==> src/rtl/bus_slave_pkg.sv <==
// rtl/bus_slave_pkg.sv - shared types and limits for the 8088 bus slave controller
package bus_slave_pkg;

  localparam int MAX_CH     = 8;
  localparam int MAX_WAIT   = 7;
  localparam int WAIT_W     = 3;
  localparam int MAX_ADDR_W = 32;

  typedef enum logic [2:0] {
    ST_IDLE,
    ST_ADDR,
    ST_WAIT,
    ST_ACCESS,
    ST_DONE
  } state_e;

  typedef struct packed {
    logic [MAX_ADDR_W-1:0] base;
    logic                  is_io;
    logic [WAIT_W-1:0]     waits;
  } ch_cfg_t;

endpackage

==> src/rtl/bus_addr_decode.sv <==
// rtl/bus_addr_decode.sv - combinational channel hit, one-hot select and local address
module bus_addr_decode
  import bus_slave_pkg::*;
#(
  parameter int ADDR_W = 20,
  parameter int NUM_CH = 2,
  parameter int LOC_W  = 10
) (
  input  logic [ADDR_W-1:0] addr_i,
  input  logic              iom_i,
  input  ch_cfg_t           cfg_i [NUM_CH],
  output logic              hit_o,
  output logic [NUM_CH-1:0] sel_o,
  output logic [LOC_W-1:0]  loc_o,
  output logic [WAIT_W-1:0] waits_o
);

  logic [MAX_ADDR_W-1:0] addr_ext;

  // Bases are window-aligned, so a window match is an upper-bit compare.
  // Scanning downward lets the lowest index win on overlap.
  always_comb begin
    addr_ext = MAX_ADDR_W'(addr_i);
    hit_o    = 1'b0;
    sel_o    = '0;
    waits_o  = '0;
    for (int i = NUM_CH - 1; i >= 0; i--) begin
      if (((addr_ext >> LOC_W) == (cfg_i[i].base >> LOC_W)) && (cfg_i[i].is_io == iom_i)) begin
        hit_o    = 1'b1;
        sel_o    = '0;
        sel_o[i] = 1'b1;
        waits_o  = cfg_i[i].waits;
      end
    end
  end

  assign loc_o = addr_i[LOC_W-1:0];

endmodule

==> src/rtl/bus_slave_ctrl.sv <==
// rtl/bus_slave_ctrl.sv - 8088 min-mode bus slave: latch, decode, wait states, read return
// Optional BUS_SLAVE_STATS_EN adds saturating read/write/miss counters.
module bus_slave_ctrl
  import bus_slave_pkg::*;
#(
  parameter int               ADDR_W           = 20,
  parameter int               NUM_CH           = 2,
  parameter int               LOC_W            = 10,
  parameter logic [ADDR_W-1:0] CH_BASE [NUM_CH] = '{20'h00000, 20'h00400},
  parameter logic [NUM_CH-1:0] CH_IS_IO         = 2'b10,
  parameter int               CH_WAIT [NUM_CH] = '{0, 2}
) (
  input  logic                CLK,
  input  logic                RESET,
  input  logic                ALE,
  input  logic                RD,
  input  logic                WR,
  input  logic                IOM,
  input  logic [7:0]          AD,
  input  logic [ADDR_W-9:0]   A,
  output logic [7:0]          DOUT,
  output logic                OE,
  output logic                READY,
  output logic [NUM_CH-1:0]   CH_SEL,
  output logic [LOC_W-1:0]    CH_ADDR,
  output logic [7:0]          CH_WDATA,
  output logic                CH_WE,
  output logic                CH_RE,
  input  logic [NUM_CH*8-1:0] CH_RDATA,
  output logic                MISS
`ifdef BUS_SLAVE_STATS_EN
  ,
  output logic [15:0]         RD_CNT,
  output logic [15:0]         WR_CNT,
  output logic [15:0]         MISS_CNT
`endif
);

  state_e            state_q, state_d;
  logic [ADDR_W-1:0] addr_q;
  logic              iom_q;
  logic              rd_q, rd_d;
  logic [WAIT_W-1:0] wcnt_q, wcnt_d;
  logic              miss_q, miss_d;
  logic              miss_evt;
  logic              cap_q;
  logic [7:0]        dout_q;
  logic [7:0]        rd_slice;

  ch_cfg_t           cfg [NUM_CH];
  logic              dec_hit;
  logic [NUM_CH-1:0] dec_sel;
  logic [LOC_W-1:0]  dec_loc;
  logic [WAIT_W-1:0] dec_waits;

  for (genvar g = 0; g < NUM_CH; g++) begin : g_cfg
    assign cfg[g] = '{base:  MAX_ADDR_W'(CH_BASE[g]),
                      is_io: CH_IS_IO[g],
                      waits: WAIT_W'((CH_WAIT[g] > MAX_WAIT) ? MAX_WAIT : CH_WAIT[g])};
  end

  bus_addr_decode #(
    .ADDR_W (ADDR_W),
    .NUM_CH (NUM_CH),
    .LOC_W  (LOC_W)
  ) u_decode (
    .addr_i  (addr_q),
    .iom_i   (iom_q),
    .cfg_i   (cfg),
    .hit_o   (dec_hit),
    .sel_o   (dec_sel),
    .loc_o   (dec_loc),
    .waits_o (dec_waits)
  );

  always_comb begin
    rd_slice = '0;
    for (int i = 0; i < NUM_CH && i < MAX_CH; i++) begin
      if (dec_sel[i]) rd_slice = CH_RDATA[i*8 +: 8];
    end
  end

  always_comb begin
    state_d  = state_q;
    rd_d     = rd_q;
    wcnt_d   = wcnt_q;
    miss_evt = 1'b0;
    if (ALE) begin
      state_d = ST_ADDR;
      rd_d    = 1'b0;
    end else begin
      case (state_q)
        ST_ADDR: begin
          if (!RD || !WR) begin
            // Both strobes low at once is illegal and handled like a decode miss.
            if (!dec_hit || (!RD && !WR)) begin
              miss_evt = 1'b1;
              rd_d     = 1'b0;
              state_d  = ST_DONE;
            end else begin
              rd_d    = !RD;
              wcnt_d  = dec_waits;
              state_d = (dec_waits == '0) ? ST_ACCESS : ST_WAIT;
            end
          end
        end
        ST_WAIT: begin
          wcnt_d = wcnt_q - WAIT_W'(1);
          if (wcnt_d == '0) state_d = ST_ACCESS;
        end
        ST_ACCESS: state_d = ST_DONE;
        ST_DONE:   if (RD && WR) state_d = ST_IDLE;
        default:   state_d = state_q;
      endcase
    end
    miss_d = miss_q | miss_evt;
  end

  always_ff @(posedge CLK or negedge RESET) begin
    if (!RESET) begin
      state_q <= ST_IDLE;
      addr_q  <= '0;
      iom_q   <= 1'b0;
      rd_q    <= 1'b0;
      wcnt_q  <= '0;
      miss_q  <= 1'b0;
      cap_q   <= 1'b0;
      dout_q  <= '0;
    end else begin
      state_q <= state_d;
      rd_q    <= rd_d;
      wcnt_q  <= wcnt_d;
      miss_q  <= miss_d;
      if (ALE) begin
        addr_q <= {A, AD};
        iom_q  <= IOM;
      end
      cap_q <= (state_q == ST_ACCESS) && (state_d == ST_DONE) && rd_q;
      if (cap_q) dout_q <= rd_slice;
    end
  end

  // Back-end read data is only valid in the first DONE cycle, so it is
  // passed straight through then and held from the register afterwards.
  assign DOUT     = cap_q ? rd_slice : dout_q;
  assign OE       = (state_q == ST_DONE) && rd_q && !RD;
  assign READY    = (state_q != ST_WAIT);
  assign CH_WE    = (state_q == ST_ACCESS) && !rd_q;
  assign CH_RE    = (state_q == ST_ACCESS) && rd_q;
  assign CH_WDATA = CH_WE ? AD : 8'h00;
  assign CH_SEL   = (state_q != ST_IDLE) ? dec_sel : '0;
  assign CH_ADDR  = dec_loc;
  assign MISS     = miss_q;

`ifdef BUS_SLAVE_STATS_EN
  logic [15:0] rd_cnt_q, wr_cnt_q, miss_cnt_q;

  always_ff @(posedge CLK or negedge RESET) begin
    if (!RESET) begin
      rd_cnt_q   <= '0;
      wr_cnt_q   <= '0;
      miss_cnt_q <= '0;
    end else begin
      if (CH_RE && rd_cnt_q != 16'hFFFF) rd_cnt_q <= rd_cnt_q + 16'd1;
      if (CH_WE && wr_cnt_q != 16'hFFFF) wr_cnt_q <= wr_cnt_q + 16'd1;
      if (miss_evt && miss_cnt_q != 16'hFFFF) miss_cnt_q <= miss_cnt_q + 16'd1;
    end
  end

  assign RD_CNT   = rd_cnt_q;
  assign WR_CNT   = wr_cnt_q;
  assign MISS_CNT = miss_cnt_q;
`endif

endmodule
==> config.mk <==
export PLATFORM = sky130hd
export DESIGN_NAME = bus_slave_ctrl
export DESIGN_NICKNAME = d
export VERILOG_FILES = /design/src/rtl/bus_slave_pkg.sv /design/src/rtl/bus_addr_decode.sv /design/src/rtl/bus_slave_ctrl.sv
export SDC_FILE = /design/constraint.sdc
export NUM_CORES = 1
export LEC_CHECK = 0
export CORE_ASPECT_RATIO = 1.1
export CORE_UTILIZATION = 43
export CTS_CLUSTER_DIAMETER = 100
export DETAILED_ROUTE_END_ITERATION = 8
export GPL_TIMING_DRIVEN = 0
export PLACE_DENSITY = 0.79
export SLEW_MARGIN = 40
export SYNTH_ARGS = -nofsm -noshare
export SYNTH_HDL_FRONTEND = slang
export SYNTH_SLANG_ARGS = --single-unit
==> constraint.sdc <==
create_clock -name CLK -period 2.73 [get_ports CLK]
set_input_delay 0.819 -clock CLK [delete_from_list [all_inputs] [get_ports CLK]]
set_output_delay 0.819 -clock CLK [all_outputs]
set_load 0.02 [all_outputs]
Word level (Yosys, flattened, before mapping)
Cells that the tools add are included.
{"block": "totals", "inputBits": 42, "regBits": 38, "out_inout_bits": 33, "word_cells": 75}
{"block": "classes", "bitwise_logic": 3, "n_addsub": 1, "n_mux": 29, "reduce_logical": 25, "n_eq_ne": 9}
{"op": "zero test 32 bit", "n": 1}
{"op": "two-way mux 8 bit", "n": 4}
{"op": "two-way mux 3 bit", "n": 8}
{"op": "case mux 3 bit (4 select lines)", "n": 1}
{"op": "two-way mux 1 bit", "n": 11}
{"op": "equality test 10 x 1 -> 1 bit, second input constant", "n": 1}
{"op": "logical AND 1 bit", "n": 10}
{"op": "two-way mux 2 bit", "n": 4}
{"op": "equality test 3 x 2 -> 1 bit, second input constant", "n": 2}
{"op": "equality test 3 bit, second input constant", "n": 2}
{"op": "zero test 3 bit", "n": 2}
{"op": "case mux 3 bit (2 select lines)", "n": 1}
{"op": "nonzero test 2 bit", "n": 3}
{"op": "zero test 1 bit", "n": 4}
{"op": "!= test 2 bit, second input constant", "n": 2}
{"op": "AND reduction 4 bit", "n": 1}
{"op": "equality test 3 x 1 -> 1 bit, second input constant", "n": 1}
{"op": "!= test 3 x 2 -> 1 bit, second input constant", "n": 1}
{"op": "nonzero test 3 bit", "n": 1}
{"op": "subtractor 3 x 1 -> 3 bit, second input constant", "n": 1}
{"op": "logical OR 1 bit", "n": 2}
{"op": "NOT 1 bit", "n": 2}
{"op": "AND reduction 2 bit", "n": 1}
{"op": "OR 1 bit", "n": 1}

Logic depth before layout (Yosys ltp)
Gate-level depths: netlist of the first run.
{"block": "depth", "word_depth": 13, "mapped_depth": 6}

Cells and area by module
A second synthesis of the first run with hierarchy kept.
{"block": "unflattened", "cells_unflattened": 223, "area_unflattened_um2": 2238.4}
{"module": "bus_slave_ctrl", "instances": 1, "cells_each": 164, "area_per_inst_um2": 1791.7}
{"module": "bus_addr_decode", "instances": 1, "cells_each": 59, "area_per_inst_um2": 446.7}

Worst setup path before layout of the first run
No wires, ideal clock.
{"block": "synth_path", "path_kind": "reg-to-output", "startpoint": "reg addr_q[15]", "endpoint": "out DOUT[0]", "arrival_time_ns": 1.817, "t_required_ns": 1.911, "stages_incl_launch_ff": 6, "slack_ns": 0.094, "n_path_buf": 0, "cell_sequence": "dfrtp_1 > or4_4 > nor4_4 > nor3b_4 > nand3_1 > o21ai_0"}
{"block": "synth_via", "elab_chain_len": 6, "word_cells_on_any_way": 9, "classes_between": "1 x eq/ne; 5 x mux; 3 x reduce/logical"}
{"element": "start: declaration", "line_no": "bus_slave_ctrl.sv:40", "rtl": "logic [ADDR_W-1:0] addr_q;"}
{"element": "start signal: assignment", "line_no": "bus_slave_ctrl.sv:135", "rtl": "addr_q <= {A, AD};"}
{"element": "zero test 32 bit or equality test 10 x 1 -> 1 bit (tied branches)", "line_no": "bus_addr_decode.sv:28", "rtl": "if (((addr_ext >> LOC_W) == (cfg_i[i].base >> LOC_W)) && (cfg_i[i].is_io == iom_i)) begin"}
{"element": "logical AND 1 bit", "line_no": "bus_addr_decode.sv:28"}
{"element": "two-way mux 2 bit *", "line_no": "bus_addr_decode.sv:28"}
{"element": "two-way mux 8 bit or two-way mux 2 bit (tied branches)", "line_no": "bus_slave_ctrl.sv:79, bus_addr_decode.sv:28"}
{"element": "two-way mux 8 bit *", "line_no": "bus_slave_ctrl.sv:79", "rtl": "if (dec_sel[i]) rd_slice = CH_RDATA[i*8 +: 8];"}
{"element": "two-way mux 8 bit *"}
{"element": "end: declaration", "line_no": "bus_slave_ctrl.sv:21", "rtl": "output logic [7:0] DOUT,"}
Every way passes the cells marked *; elsewhere a longest branch is shown, timed or not.

Worst setup path in the final report of the first run
{"block": "layout_path", "startpoint": "reg addr_q[15]", "endpoint": "out DOUT[7]"}
The elaborated chain is that of the path after synthesis.

==> results of run 1 <==
==> synth_stat cells (all sizes together) (2+ instances only) <==
library cell,instances,area share
a21oi,3,0.0079
a22o,8,0.037
and2,10,0.033
buf,12,0.043
clkbuf,6,0.012
dfrtp,38,0.50
ha,2,0.013
inv,12,0.024
mux2,21,0.12
mux2i,2,0.011
nand2,8,0.016
nand3,9,0.024
nor2,8,0.016
nor3,4,0.011
nor4,2,0.014
o211ai,2,0.011
o21ai,10,0.026
o311a,2,0.011
or3,2,0.0066
==> sequential cells by signal, indices dropped and copies added, names as in the netlist <==
register / cells
addr_q: 20
dout_q: 8
state_q: 3
wcnt_q: 3
MISS: 1
cap_q: 1
iom_q: 1
rd_q: 1
==> logic make-up (layout without fill, tap and decap cells) <==
logic type / count (synthesis) / in the layout / synth area share
mux: 23 / 23 / 0.1350
flops: 38 / 38 / 0.5007
xor+xnor: 1 / 1 / 0.004612
compound gates: 32 / 32 / 0.1219
fa+ha+maj: 2 / 2 / 0.01317
simple gates: 48 / 48 / 0.1456
buf+inv: 30 / 121 / 0.07905
==> area by class of cell <==
| type | count | area (um^2) |
|---|---|---|
| Buffer | 17 | 102.6 |
| Clock buffer | 7 | 86.33 |
| Clock inverter | 1 | 5.005 |
| Fill cell | 306 | 1137 |
| Inverter | 12 | 45.04 |
| Multi-Input combinational cell | 106 | 844.6 |
| Sequential cell | 38 | 952.2 |
| Tap cell | 52 | 65.06 |
| Timing Repair Buffer | 84 | 845.8 |
==> metal layers <==
layer / GRT usage / vias up / wire (um)
met2: 0.3494 / 53 / 2470
met4: 0.09420 / 0 / 103
met5: 0 / - / 0
met3: 0.04459 / 9 / 304
li1: - / 777 / -
met1: 0.2188 / 742 / 1743
==> path summary, 6_finish.rpt <==
path                       slack [ns]       start   endpoint  cells after the start
setup / recovery                -0.32  addr_q[15]    DOUT[7]                      7
hold reg to reg                  0.47        MISS       MISS                      1
max in group asynchronous        1.81       RESET  wcnt_q[2]                      2
hold / removal                   0.46       RESET  dout_q[4]                      1
min in group CLK                 0.47        MISS       MISS                      1
setup reg to reg                 0.67  addr_q[15]  dout_q[3]                      8
==> report_power, final <==
part	total, mW	switching (mW)	internal [mW]	leakage [nW]
Combinational	0.250	0.0993	0.151	0.864
Clock	0.396	0.192	0.204	0.0482
Sequential	0.631	0.0316	0.599	0.423
==> cell usage in the layout (no fill, tap or decap), types with 2 or more instances in the layout <==
master / count
nand2_1: 8
a22o_1: 8
nand3_1: 9
a21oi_1: 3
buf_6: 9
inv_1: 12
mux2_2: 21
clkbuf_8: 6
o21ai_0: 2
dfrtp_1: 37
nor2_1: 7
mux2i_1: 2
buf_1: 2
o311a_1: 2
ha_1: 2
o21ai_2: 8
buf_4: 19
dlygate4sd2_1: 8
clkbuf_1: 5
nor3_1: 4
clkdlybuf4s50_1: 53
and2_1: 10
or3_1: 2
==> worst max-delay path, stage by stage, from the launching register on <==
cell,delay (ns)
dfrtp_1,0.38
or4_4,0.55
nor4_4,0.21
nor3b_4,0.28
buf_12,0.16
nand3_1,0.10
o21ai_2,0.12
buf_6,0.15
==> timing repair <==
item | 4_1_cts | 5_1_grt
setup endpoints to repair | 22 | 12
hold buffers | 0 | 0
resized for setup | 88 | 12
gates cloned | 0 | 0
pin swaps | 1 | 1
setup buffers | 6 | 3
==> results.cfg, run 1 <==
[run_status]
status = finished, violations left
violations = negative setup slack

[power]
p_leak_nw = 1.335
totalPowerFinal_mw = 1.277
powerDensity_nw_per_um2 = 433.5
peakVddDrop_uv = 417.6

[logic_synthesis]
syn_nets = 218
synth-edff-count = 0
seq_area_frac_synth = 0.5007
syn-instance-count = 174
synthFlopType = dfrtp_1
async_flop_share = 1.000
ys_ff_latch = 38
syn_avg_cell_area_um2 = 10.92
yosys.cell_types.count = 36
ys_warn_count = 0
syn_area_um2 = 1899

[placed_design]
dp_cells = 301
pre_cts_slack_ns = -0.6096
placedInstanceArea_um2 = 2728
gp_congestion = 0.8007
dp_hpwl_mm = 3.332
portBuffers = 74

[global_route]
grt_usage = 0.1965
grt_pass1_wl_mm = 6.831
grt_max_degree = 23
antenna_found_initial = 0
grt.overflow.total = 0
grt_pass1_vias = 1481

[routing]
postRouteAntennaNets = 0
drc = 0
avgViaCountPerCell = 4.987
vias = 1581
wl_mm = 4.622
drtIter0Drc = 26
dr.pass1.iters = 4
post_drt_wl_per_cell_um = 14.58

[layout]
final_nets = 308
fin_area_um2 = 2947
num_antenna_cells = 0
drive_gt1_frac = 0.2943
utilization = 0.7215
syn2layout_area_growth_pct = 55.14
stdcell_count = 317

[cts]
clkSinkCount = 38
cts.clk_slew.worst_paths_ns = 0.07
htree_levels = 2
cts_buffer_depth = 2
cts_root_buf = clkbuf_8
cts_inserted_buffers = 5
cts_tree = built
insertion_delay_ns = 0.29

[job]
maxCapViolCount = 0

[timing]
worst_pin_slew_ns = 0.5308
skew_ns = 0.006999
hold_ws_ns = 0.4561
rsz0062_at_grt = true
finalSetupViolCount = 10
layout_setup_ws_ns = -0.3214
slew_headroom = 0.6461
fmax_mhz = 327.7
fin_crit_ns = 3.051
hold_violations = 0
fin_tns_setup_ns = -2.962
drv_slew = 0
period_share = 1.118

[setup_path]
cp_max_fo = 10
crit_arrival_ns = 2.23
endpoint_kind = output port
start_kind = flop
path_class = flop to output port
cp.required_ns = 1.91

[floorplan]
start_util = 0.4651
die_x_um = 65.37
rows = 24
die-area_um2 = 4687
core_um2 = 4084
ios = 75
die_h_um = 71.71

[worst_hold_path]
hold_path_class = input port to async pin
No activity file was read; power rests on OpenSTA's default activity.
==> run 2, diff against run 1 <==
- PLACE_DENSITY: 0.79 -> 0.76
==> run 2 against run 1 <==
- critical path depth unchanged
- sequential share of layout area decreased by 1.8 points
- the flow still finishes with violations (negative setup slack)
- register-to-register slack got worse by 0.47 ns
- setup slack improved by 0.041 ns
- combinational power increased by 7%
- cell area increased by 6.0%
- clock-buffer cell count increased by 1
==> results.cfg, run 2 (synthesis results as in run 1) <==
[run_status]
status = finished, violations left
violations = negative setup slack

[layout]
final_cell_mix = clkdlybuf4s50_1, dfrtp_1, buf_4, mux2_2, buf_6
final_common_cell = clkdlybuf4s50_1
utilization = 0.7650
largest_reg_flops = 20
fin_area_um2 = 3124
stdcell_count = 332
syn2layout_area_growth_pct = 64.49
fillers = 270
top_regs = addr_q (20), dout_q (8)
num_antenna_cells = 0
largest-register = addr_q
final_nets = 323
drive_gt1_frac = 0.3536

[power]
p_sw_frac = 0.2417
p_leak_nw = 1.403
powerDensity_nw_per_um2 = 428.9
p_switching_mw = 0.3240
p_comb_frac = 0.199
peakVddDrop_uv = 532.9
seqPwrFrac = 0.470
pwr-share-clk = 0.331
p_int_mw = 1.016
totalPowerFinal_mw = 1.340

[setup_path]
reg2reg_slack_ns = 0.20
critPathSlowestCell = or4_4
r2r_start = addr_q[17]
start_kind = flop
cp_max_fo = 4
cp_top_family = simple AND/OR/NAND/NOR gates
endpoint_kind = output port
rr_endpoint = dout_q[1]
cp_num_buf_inv = 2
crit_arrival_ns = 2.19
cp_slowest_stage_delay_ns = 0.54
path_class = flop to output port
cp_cell_sequence = or4_4 > nor4_4 > nor3b_4 > buf_6 > nand3_2 > o21ai_2 > buf_6
r2r_cells = 14
cp.required_ns = 1.91
crit_top_cell = buf_6

[cts]
htree_levels = 2
clkSinkCount = 38
cts.clk_slew.worst_paths_ns = 0.07
cts_root_buf = clkbuf_8
cts_inserted_buffers = 5
cts_buffer_depth = 2
cts_tree = built
insertion_delay_ns = 0.29

[timing]
skew_ns = 0.005522
period_share = 1.103
hold_violations = 0
finalSetupViolCount = 10
hold_ws_ns = 0.4664
rsz0062_at_grt = true
drv_slew = 0
layout_setup_ws_ns = -0.2806
slew_headroom = 0.5975
fin_tns_setup_ns = -2.510
fin_crit_ns = 3.011
worst_pin_slew_ns = 0.6038
fmax_mhz = 332.2

[routing]
drtIter0Drc = 72
dr.pass1.iters = 4
vias = 1628
postRouteAntennaNets = 0
post_drt_wl_per_cell_um = 14.57
wl_mm = 4.837
drc = 0
avgViaCountPerCell = 4.904

[global_route]
grt_max_degree = 24
antenna_found_initial = 0
grt_pass1_wl_mm = 8.093
grt_pass1_vias = 1670
grt_usage = 0.2319
grt.overflow.total = 0

[worst_hold_path]
hold_path.startpoint = MISS
hold_path_end = MISS
hold_path_class = flop to flop
min_path_cells = 1

[floorplan]
die_h_um = 71.71
rows = 24
start_util = 0.4651
die-area_um2 = 4687
die_x_um = 65.37
core_um2 = 4084
ios = 75

[placed_design]
dp_cells = 301
dp_hpwl_mm = 3.233
pre_cts_slack_ns = -0.6522
gp_congestion = 0.7806
portBuffers = 74
placedInstanceArea_um2 = 2728

[job]
maxCapViolCount = 0
run 2: final cells by class:
type,count,area (um^2),area share
plain buffers,17,102.6,0.03284
clock buffers,8,110.1,0.03524
inverters,12,45.04,0.01442
multi-input cells,106,878.3,0.2811
flip-flops and latches,38,953.4,0.3052
well taps,52,65.06,0.02082
repair buffers,99,969.7,0.3104
run 2: worst max path at each step:
stage               endpoint  slack (ns)        from  cells past startpoint
global placement     DOUT[4]       -0.60  addr_q[15]                      6
finish               DOUT[0]       -0.28  addr_q[17]                      7
global route         DOUT[6]       -0.38  addr_q[17]                      7
CTS                  DOUT[6]       -0.35  addr_q[16]                      7
floorplan            DOUT[0]        0.09  addr_q[15]                      5
detailed placement   DOUT[2]       -0.65  addr_q[15]                      6
run 2: repair_timing:
action                     4_1_cts  5_1_grt
hold buffers                     0        0
setup endpoints to repair       22       17
resized for setup              108       15
buffers inserted                25        5
pin swaps                        3        2
run 2: power by group through the flow:
stage | logic, mW | registers [mW] | clock network [mW]
after global placement | 0.245 | 0.635 | 0
after detailed placement | 0.254 | 0.636 | 0
final | 0.267 | 0.630 | 0.443
after global routing | 0.287 | 0.635 | 0.487
after CTS | 0.252 | 0.630 | 0.458
after floorplan | 0.132 | 0.631 | 0
run 2: per-layer routing:
metal,GRT usage,share of wire
met1,0.2676,0.44
met2,0.4112,0.49
met3,0.06529,0.060
met4,0.07246,0.012
met5,0,0
